### config.mk
export PLATFORM = sky130hd
export DESIGN_NAME = fp_mult_core_seq
export DESIGN_NICKNAME = d
export VERILOG_FILES = /design/src/rtl/fp_mult_core_seq.sv
export SDC_FILE = /design/constraint.sdc
export NUM_CORES = 1
export LEC_CHECK = 0
export CORE_MARGIN = 2
export CORE_UTILIZATION = 34
export CTS_CLUSTER_SIZE = 14
export DETAILED_ROUTE_END_ITERATION = 12
export HOLD_SLACK_MARGIN = 0.06
export PLACE_DENSITY = 0.56
export RECOVER_POWER = 25
export SLEW_MARGIN = 20
export SYNTH_ARGS = -nofsm -noshare
export SYNTH_HDL_FRONTEND = slang
export SYNTH_SLANG_ARGS = --single-unit
### constraint.sdc
create_clock -name clk -period 7.7 [get_ports clk]
set_clock_uncertainty 0.05 [all_clocks]
set_input_delay 1.155 -clock clk [delete_from_list [all_inputs] [get_ports clk]]
set_output_delay 1.155 -clock clk [all_outputs]
set_load 0.005 [all_outputs]
### src/rtl/fp_mult_core_seq.sv
// Single-precision multiplier front-end: unpacks two binary32 operands and forms the
// 48-bit significand product by 24-cycle shift-add, handing raw fields to the normalizer.
module fp_mult_core_seq #(
  parameter int MANT_W = 23,
  parameter int EXP_W  = 8,
  parameter int BIAS   = 127
) (
  input  logic                    clk,
  input  logic                    rst_n,
  input  logic                    in_valid,
  output logic                    in_ready,
  input  logic [MANT_W+EXP_W:0]   a,
  input  logic [MANT_W+EXP_W:0]   b,
  output logic                    out_valid,
  input  logic                    out_ready,
  output logic [MANT_W:0]         fraction,
  output logic                    sticky,
  output logic [EXP_W-1:0]        exponent,
  output logic                    sign,
  output logic                    zero,
  output logic                    exp_overflow,
  output logic                    exp_underflow
);

  localparam int SIG_W  = MANT_W + 1;
  localparam int PROD_W = 2 * SIG_W;
  localparam int CNT_W  = $clog2(SIG_W);
  localparam int SUM_W  = EXP_W + 2;
  localparam logic signed [SUM_W-1:0] EXP_MAX_S  = SUM_W'((1 << EXP_W) - 1);
  localparam logic signed [SUM_W-1:0] EXP_ZERO_S = '0;

  typedef enum logic [1:0] {
    IDLE = 2'd0,
    MUL  = 2'd1,
    HOLD = 2'd2
  } state_t;

  state_t                   state_r, state_next_s;
  logic [CNT_W-1:0]         cnt_r;
  logic [SIG_W-1:0]         ma_r, mb_r;
  logic [PROD_W-1:0]        acc_r;
  logic                     sign_r;
  logic signed [SUM_W-1:0]  exp_sum_r;

  logic [EXP_W-1:0]         ea_s, eb_s;
  logic                     zero_op_s, inf_op_s, special_s, accept_s, last_iter_s;
  logic signed [SUM_W-1:0]  exp_sum_s;
  logic [SIG_W:0]           add_s;
  logic [PROD_W-1:0]        acc_next_s;
  logic                     exp_ovf_s, exp_unf_s;

  assign ea_s      = a[MANT_W+EXP_W-1:MANT_W];
  assign eb_s      = b[MANT_W+EXP_W-1:MANT_W];
  assign zero_op_s = (ea_s == {EXP_W{1'b0}}) || (eb_s == {EXP_W{1'b0}});
  assign inf_op_s  = (ea_s == {EXP_W{1'b1}}) || (eb_s == {EXP_W{1'b1}});
  assign special_s = zero_op_s | inf_op_s;
  assign exp_sum_s = SUM_W'({2'b00, ea_s}) + SUM_W'({2'b00, eb_s}) - SUM_W'(BIAS);

  assign in_ready  = (state_r == IDLE);
  assign accept_s  = in_valid & in_ready;

  // One shift-add step: conditional add into the upper half, then shift {carry, acc} right.
  assign add_s       = {1'b0, acc_r[PROD_W-1:SIG_W]} + (mb_r[0] ? {1'b0, ma_r} : {(SIG_W+1){1'b0}});
  assign acc_next_s  = {add_s, acc_r[SIG_W-1:1]};
  assign last_iter_s = (cnt_r == CNT_W'(SIG_W - 1));
  assign exp_ovf_s   = (exp_sum_r >= EXP_MAX_S);
  assign exp_unf_s   = (exp_sum_r <= EXP_ZERO_S);

  // State register.
  always_ff @(posedge clk or negedge rst_n) begin
    if (!rst_n) begin
      state_r <= IDLE;
    end else begin
      state_r <= state_next_s;
    end
  end

  // Next-state logic.
  always_comb begin
    state_next_s = state_r;
    case (state_r)
      IDLE: begin
        if (accept_s) begin
          state_next_s = special_s ? HOLD : MUL;
        end else begin
          state_next_s = IDLE;
        end
      end
      MUL: begin
        if (last_iter_s) begin
          state_next_s = HOLD;
        end else begin
          state_next_s = MUL;
        end
      end
      HOLD: begin
        if (out_ready) begin
          state_next_s = IDLE;
        end else begin
          state_next_s = HOLD;
        end
      end
      default: state_next_s = IDLE;
    endcase
  end

  // Datapath and result registers; results only load on entry to HOLD.
  always_ff @(posedge clk or negedge rst_n) begin
    if (!rst_n) begin
      cnt_r         <= '0;
      ma_r          <= '0;
      mb_r          <= '0;
      acc_r         <= '0;
      sign_r        <= 1'b0;
      exp_sum_r     <= '0;
      out_valid     <= 1'b0;
      fraction      <= '0;
      sticky        <= 1'b0;
      exponent      <= '0;
      sign          <= 1'b0;
      zero          <= 1'b0;
      exp_overflow  <= 1'b0;
      exp_underflow <= 1'b0;
    end else begin
      case (state_r)
        IDLE: begin
          if (accept_s) begin
            sign_r    <= a[MANT_W+EXP_W] ^ b[MANT_W+EXP_W];
            exp_sum_r <= exp_sum_s;
            ma_r      <= {1'b1, a[MANT_W-1:0]};
            mb_r      <= {1'b1, b[MANT_W-1:0]};
            acc_r     <= '0;
            cnt_r     <= '0;
            if (special_s) begin
              out_valid     <= 1'b1;
              fraction      <= '0;
              sticky        <= 1'b0;
              exponent      <= inf_op_s ? {EXP_W{1'b1}} : {EXP_W{1'b0}};
              sign          <= a[MANT_W+EXP_W] ^ b[MANT_W+EXP_W];
              zero          <= zero_op_s;
              exp_overflow  <= inf_op_s;
              exp_underflow <= 1'b0;
            end
          end
        end
        MUL: begin
          acc_r <= acc_next_s;
          mb_r  <= mb_r >> 1;
          cnt_r <= cnt_r + CNT_W'(1);
          if (last_iter_s) begin
            out_valid     <= 1'b1;
            fraction      <= acc_next_s[PROD_W-1:SIG_W];
            sticky        <= |acc_next_s[SIG_W-1:0];
            sign          <= sign_r;
            zero          <= 1'b0;
            exp_overflow  <= exp_ovf_s;
            exp_underflow <= exp_unf_s & ~exp_ovf_s;
            if (exp_ovf_s) begin
              exponent <= {EXP_W{1'b1}};
            end else if (exp_unf_s) begin
              exponent <= {EXP_W{1'b0}};
            end else begin
              exponent <= exp_sum_r[EXP_W-1:0];
            end
          end
        end
        HOLD: begin
          if (out_ready) begin
            out_valid <= 1'b0;
          end
        end
        default: begin
          out_valid <= 1'b0;
        end
      endcase
    end
  end

endmodule
==> results by group, run 1 <==
Clock tree
  • Total CTS buffers: 17
  • Hold_buf cts: 0
  • Post-CTS Resized: 0
  • Worst-path clk slew: 60 ps
  • Clk buf depth: 2
  • Clock root cell: clkbuf_16
  • Clk sinks: 151
  • # H-tree levels: 4
  • Clock Latency Late Sink: 430 ps
  • Postcts setup bufs: 0
  • CTS tree: built

Logic synthesis
  • Mapped Area: a little over 8000 sq um
  • Ys async rst share: 100%
  • Top area cells in the synthesized netlist: dfrtp_1, nand2_1, ha_1
  • Gate Count Post-Synth: 924
  • Post-synth net total: slightly above 1000
  • Syn Area/Cell: 8.87 sq um
  • Yosys reg bits: 151
  • Count leader, synth: nand2_1
  • Sequential cell area fraction in the yosys report: 46.1%
  • Distinct cells, synth: between 60 and 70
  • Area leader, netlist: dfrtp_1
  • Top FF cell, synth: dfrtp_1
  • Post-synth EDFFs: 0
  • Synth top cells by count: nand2_1, dfrtp_1, nor2_1
  • Post-synth top area share: 46.1%
  • YS warnings: 0

Floorplanning
  • Die W: 159 um
  • Core region area: around 24000 sq um
  • Die ar.: roughly 25000 sq um
  • Ports: around 110
  • Initial Utilization: roughly a third
  • Row Count: 56
  • Die height: 159 um

Drt
  • Final WL: 20900 um
  • DR WL/cell: 15.6 um
  • Final ANT Viol Nets: 0
  • Post-route DRC: 0
  • DR vias: 6729
  • Drt initial violations: about 360
  • Number of vias per cell: 5.04
  • Router iterations before antenna repair: 4

STA
  • Final setup violation count: 0
  • Setup_tns: 0 ps
  • Hold slack: 405 ps
  • Worst-Margin Slew: 1060 ps
  • Max Slew Vio Count: 0
  • Slew headroom: between 20 and 30%
  • Fin. Hold Viols: 0
  • Final Cycle Share: 51.6%
  • Fmax: 252 MHz
  • Fin crit period: roughly 4000 ps
  • Unrepaired setup endpoints after global routing: no

Min path
  • Hold Crit Class: flop to flop
  • Hold wc startpoint: ma_r[23]

Power and ir drop
  • Internal: 0.00261 W
  • Overall Power: between 0.004 and 0.005 W
  • Switching Fraction: 41.5%
  • Comb power frac: 49.7%
  • Switching pwr: 0.00185 W
  • Pwr Density: 443 nW/um^2
  • Clock power share: 18.5%
  • Cell leakage power: 4.48 nW
  • Peak supply drop: 0.177 mV
  • Sequential share of power: around a third

Worst setup path
  • Slowest CP cell: and2_2
  • Worst path required time: between 7000 and 8000 ps
  • Critical path startpoint: in_valid
  • CP Capture Type: flop
  • Crit Reg-Reg Startpoint: mb_r[0]
  • Worst Path Arrival: approximately 4200 ps
  • Crit path max-delay family: buffers and inverters
  • Crit Path Category: input pin to flop
  • Max incr delay on CP: a little over 600 ps
  • CP Max Fanout: 44
  • Most frequent CP cell: buf_4
  • CP Cell Sequence: clkdlybuf4s50_1 -> and2_2 -> buf_4 -> o31ai_1 -> buf_4 -> nand2_1 -> buf_4 -> mux2_2
  • Crit path launch type: input pin
  • Bufs and invs on worst path: 4

Global route
  • First-pass GRT wire length: approximately 34000 um
  • Largest net degree at the start of global routing: 96
  • Antenna violations before repair: 0
  • Total GRT Usage: 16.4%
  • Gr ovfl total: 0
  • Vias in the first global route: 6630

Place
  • Placed instance area: about 9500 sq um
  • Gpl congestion: 0.842
  • Post-DP HPWL: 14300 um
  • PortBufs: 106

Finish
  • Final Util: 42.8%
  • Total Nets Final: 1115
  • Area grow syn2layout: 22.9%
  • Post-Layout Inst Area: 10100 sq um
  • Antenna diodes: 0
  • Fill cells: 2417
  • Fraction of layout cells with a size suffix above 1: under 10%

Job
  • Max-Cap Viols: 0

Outcome
  • Status: completed
-- power groups by stage --
stage	clock network, W	registers [W]	logic, W
floorplan	0	0.00135	0.00164
global placement	0	0.00143	0.00220
detailed placement	0	0.00143	0.00223
CTS	0.000849	0.00142	0.00224
global route	0.000887	0.00146	0.00250
finish	0.000828	0.00142	0.00222
-- area by class of cell --
| class | count | area, sq um | share of cell area (%) |
|---|---|---|---|
| Clock inverter | 13 | 145 | 1.44 |
| Multi-Input combinational cell | 703 | 4130 | 41.0 |
| Timing Repair Buffer | 114 | 1120 | 11.1 |
| Tap cell | 319 | 399 | 3.96 |
| Clock buffer | 18 | 429 | 4.26 |
| Sequential cell | 151 | 3780 | 37.5 |
| Inverter | 18 | 67.6 | 0.671 |
-- cell families (layout without fill, tap and decap cells) --
logic type / after synthesis / after routing / share of synthesized area (%)
simple gates: 412 / 412 / 22.3
compound gates: 215 / 215 / 17.3
buf+inv: 70 / 163 / 3.70
flops: 151 / 151 / 46.1
fa+ha+maj: 42 / 42 / 6.60
mux: 13 / 13 / 1.74
xor+xnor: 21 / 21 / 2.24
-- flip-flops by register name, summed over array words and instances (netlist names) --
register and flops:
exp_overflow 1, out_valid 1, exp_sum_r 10, exp_underflow 1, zero 1, acc_r 47
state_r 2, sticky 1, mb_r 24, cnt_r 5, sign 1, fraction 24
sign_r 1, exponent 8, ma_r 24
-- routing by layer --
| metal | global-route usage (%) | up-vias | share of wire [%] |
|---|---|---|---|
| li1 | - | 3382 | - |
| met1 | 22.9 | 3221 | 50 |
| met2 | 26.1 | 112 | 45 |
| met3 | 3.99 | 14 | 4.3 |
| met4 | 3.60 | 0 | 0.96 |
| met5 | 0 | - | 0 |
-- final timing paths --
| path | end | depth (start not counted) | slack, ps |
|---|---|---|---|
| worst max-delay path | sign | 8 | 3730 |
| worst min-delay path | ma_r[23] | 1 | 400 |
| worst max register to register | acc_r[45] | 10 | 4220 |
| worst min register to register | ma_r[23] | 1 | 400 |
| max in group asynchronous | fraction[23] | 2 | 5460 |
| min in group asynchronous | fraction[1] | 1 | 730 |
-- per-stage QoR --
step / setup slack [ps] / cells
5_1_grt: 3500 / 1336
6_report: 3730 / 1336
3_3_place_gp: 3260 / 1305
3_5_place_dp: 3240 / 1305
4_1_cts: 3680 / 1336
2_1_floorplan: 4660 / 924
-- cell usage in the layout (no fill, tap or decap), drive strengths merged, types with 10 or more instances in the layout --
master	n
nand2	226
dfrtp	151
clkdlybuf4s50	105
nor2	63
o21ai	56
a21oi	41
ha	40
a31oi	37
and2	31
inv	22
nand3	20
clkbuf	18
nor3	17
a21o	16
nand4	12
xnor2	12
nor4	11
mux2	10
(Power assumes the default switching activity.)
==> run 2, diff against run 1 <==
--- a/config.mk
+++ b/config.mk
@@ -10,7 +10,7 @@
 export CTS_CLUSTER_SIZE = 14
 export DETAILED_ROUTE_END_ITERATION = 12
 export HOLD_SLACK_MARGIN = 0.06
-export PLACE_DENSITY = 0.56
+export PLACE_DENSITY = 0.58
 export RECOVER_POWER = 25
 export SLEW_MARGIN = 20
 export SYNTH_ARGS = -nofsm -noshare
==> constraint.sdc (replaced) <==
create_clock -name clk -period 3.4 [get_ports clk]
set_clock_uncertainty 0.05 [all_clocks]
set_input_delay 0.51 -clock clk [delete_from_list [all_inputs] [get_ports clk]]
set_output_delay 0.51 -clock clk [all_outputs]
set_load 0.005 [all_outputs]
==> run 2 against run 1 <==
  * First-iteration DRC count grew 7.2%
  * Core utilization grew 0.51 points
  * Total power grew 130%
  * Sequential power grew 120%
==> results by group, run 2 (same netlist as run 1, synthesis figures left out) <==
Place
  • DP Cell Count: 1314 (+0.69%)
  • Post-DP HPWL: 14700 um (+3.3%)
  • PortBufs: 106 (unchanged)
  • Gpl congestion: 0.886 (+5.2%)

Floorplanning
  • Row Count: 56 (unchanged)
  • Die W: 159 um (unchanged)
  • Core region area: 23500 sq um (unchanged)
  • Initial Utilization: 34.8% (unchanged)
  • Die height: 159 um (unchanged)
  • Ports: 107 (unchanged)
  • Die ar.: 25400 sq um (unchanged)

Power and ir drop
  • Peak supply drop: 0.344 mV (+94%)
  • Switching Fraction: 41.1% (-0.39 points)
  • Cell leakage power: 4.55 nW (+1.5%)
  • Pwr Density: 1010 nW/um^2 (+130%)
  • Comb power frac: 49.5% (-0.2 points)
  • Internal: 0.00606 W (+130%)
  • Clock power share: 19.5% (+1.0 points)
  • Overall Power: 0.0103 W (+130%)
  • Switching pwr: 0.00423 W (+130%)
  • Sequential share of power: 31.0% (-0.7 points)

Drt
  • Post-route DRC: 0 (unchanged)
  • DR vias: 6854 (+1.9%)
  • Number of vias per cell: 5.09 (+1.0%)
  • DR WL/cell: 15.7 um (+0.49%)
  • Router iterations before antenna repair: 4 (unchanged)
  • Drt initial violations: 387 (+7.2%)
  • Final WL: 21100 um (+1.3%)
  • Final ANT Viol Nets: 0 (unchanged)

Clock tree
  • Postcts setup bufs: 0 (unchanged)
  • CTS tree: built
  • Clock root cell: clkbuf_16
  • Clk sinks: 151 (unchanged)
  • # H-tree levels: 4 (unchanged)
  • Hold_buf cts: 1 (+1)
  • Clk buf depth: 2 (unchanged)
  • Clock Latency Late Sink: 430 ps (about the same)
  • Total CTS buffers: 17 (unchanged)
  • Worst-path clk slew: 60 ps (about the same)
  • Post-CTS Resized: 0 (unchanged)

STA
  • Slew headroom: 8.57% (-20 points)
  • Worst-Margin Slew: 1370 ps (+311 ps)
  • Final Cycle Share: between 80% and 90%
  • Unrepaired setup endpoints after global routing: no
  • Fmax: around 340 MHz
  • Fin. Hold Viols: 0 (unchanged)
  • Max Slew Vio Count: 0 (unchanged)
  • Fin crit period: 2920 ps
  • Hold slack: 421 ps (+16.3 ps)
  • Final setup violation count: 0 (unchanged)
  • Setup_tns: 0 ps (unchanged)

Worst setup path
  • Crit Path Category: flop to flop
  • Worst Path Arrival: 3190 ps (-1040 ps)
  • Worst path required time: 3670 ps (-4290 ps)
  • Bufs and invs on worst path: 1 (-3)
  • CP Max Fanout: 11 (-75%)
  • Slowest CP cell: dfrtp_1
  • CP Cell Sequence: and2_1 -> ha_1 -> inv_1 -> fa_1 -> nand2b_1 -> a21oi_1 -> o21ai_1 -> a211oi_1 -> o21ai_0 -> a32o_1
  • Crit path max-delay family: compound AO/OA/AOI/OAI gates
  • CP Capture Type: flop
  • Max incr delay on CP: 530 ps (-80 ps)
  • Crit path launch type: flop

Finish
  • Final Util: 43.3% (+0.51 points)
  • Area grow syn2layout: 24.3%
  • Antenna diodes: 0 (unchanged)
  • Max FFs per register: 47 (unchanged)
  • Commonest non-fill, non-tap cell in the layout: nand2_1
  • Total Nets Final: 1125 (+0.90%)
  • Fraction of layout cells with a size suffix above 1: 7.10% (+0.91 points)
  • Fill cells: 2404 (-0.54%)
  • Final cell count without fillers: 1347 (+0.82%)
  • Commonest non-fill, non-tap cells in the layout: nand2_1, dfrtp_1, clkdlybuf4s50_1
  • Register bank with the most flops: acc_r

Global route
  • Antenna violations before repair: 0 (unchanged)
  • Total GRT Usage: 17.2% (+0.76 points)
  • First-pass GRT wire length: 35400 um (+4.4%)
  • Vias in the first global route: 6867 (+3.6%)
  • Largest net degree at the start of global routing: 68 (-29%)
  • Gr ovfl total: 0 (unchanged)

Job
  • Max-Cap Viols: 0 (unchanged)

Outcome
  • Status: completed

Min path
  • Hold Crit Class: flop to flop
-- run 2: per-layer routing --
layer  vias to the layer above  global-route usage, %  routed length, um  part of all wire (%)
met1                      3284                   23.3              10200                    48
met3                        15                   4.35               1000                   4.7
met2                       137                   27.9               9750                    46
met4                         0                   3.97                158                  0.75
met5                         -                      0                  0                     0
li1                       3418                      -                  -                     -
-- run 2: worst register-to-register path, delay by kind of cell (launching register included) --
family,cells,cell delay [ps]
AND/OR/NAND/NOR,2,370
AO/OA/AOI/OAI,5,1240
adder cells (fa/ha/maj),2,560
flip-flops,1,530
buffers and inverters,1,70
-- run 2: path summary, 6_finish.rpt --
path,cells past startpoint,from,end,slack [ps]
max,10,mb_r[0],fraction[21],480
min,1,ma_r[23],ma_r[23],420
max reg2reg,10,mb_r[0],fraction[21],480
min reg2reg,1,ma_r[23],ma_r[23],420
max in group asynchronous,3,rst_n,mb_r[22],650
min in group asynchronous,2,rst_n,ma_r[4],890
-- run 2: power groups by stage --
stage	registers, W	logic (W)	clock network (W)
floorplan	0.00306	0.00371	0
global placement	0.00321	0.00505	0
detailed placement	0.00322	0.00513	0
CTS	0.00320	0.00515	0.00204
global route	0.00331	0.00575	0.00212
finish	0.00319	0.00509	0.00201
-- run 2: through the flow --
stage | area (sq um) | setup slack [ps]
after detailed placement | 9590 | 338
after CTS | 10200 | 501
after floorplan | 8190 | 806
after global placement | 9590 | 385
final | 10200 | 479
after global routing | 10200 | 209
-- run 2: final cells by class --
cell class              count  area [sq um]  share of cell area (%)
clock inverters            13           170                    1.67
well taps                 319           399                    3.92
multi-input cells         703          4130                    40.5
clock buffers              19           443                    4.35
inverters                  18          67.6                   0.663
flip-flops and latches    151          3780                    37.1
repair buffers            124          1200                    11.8
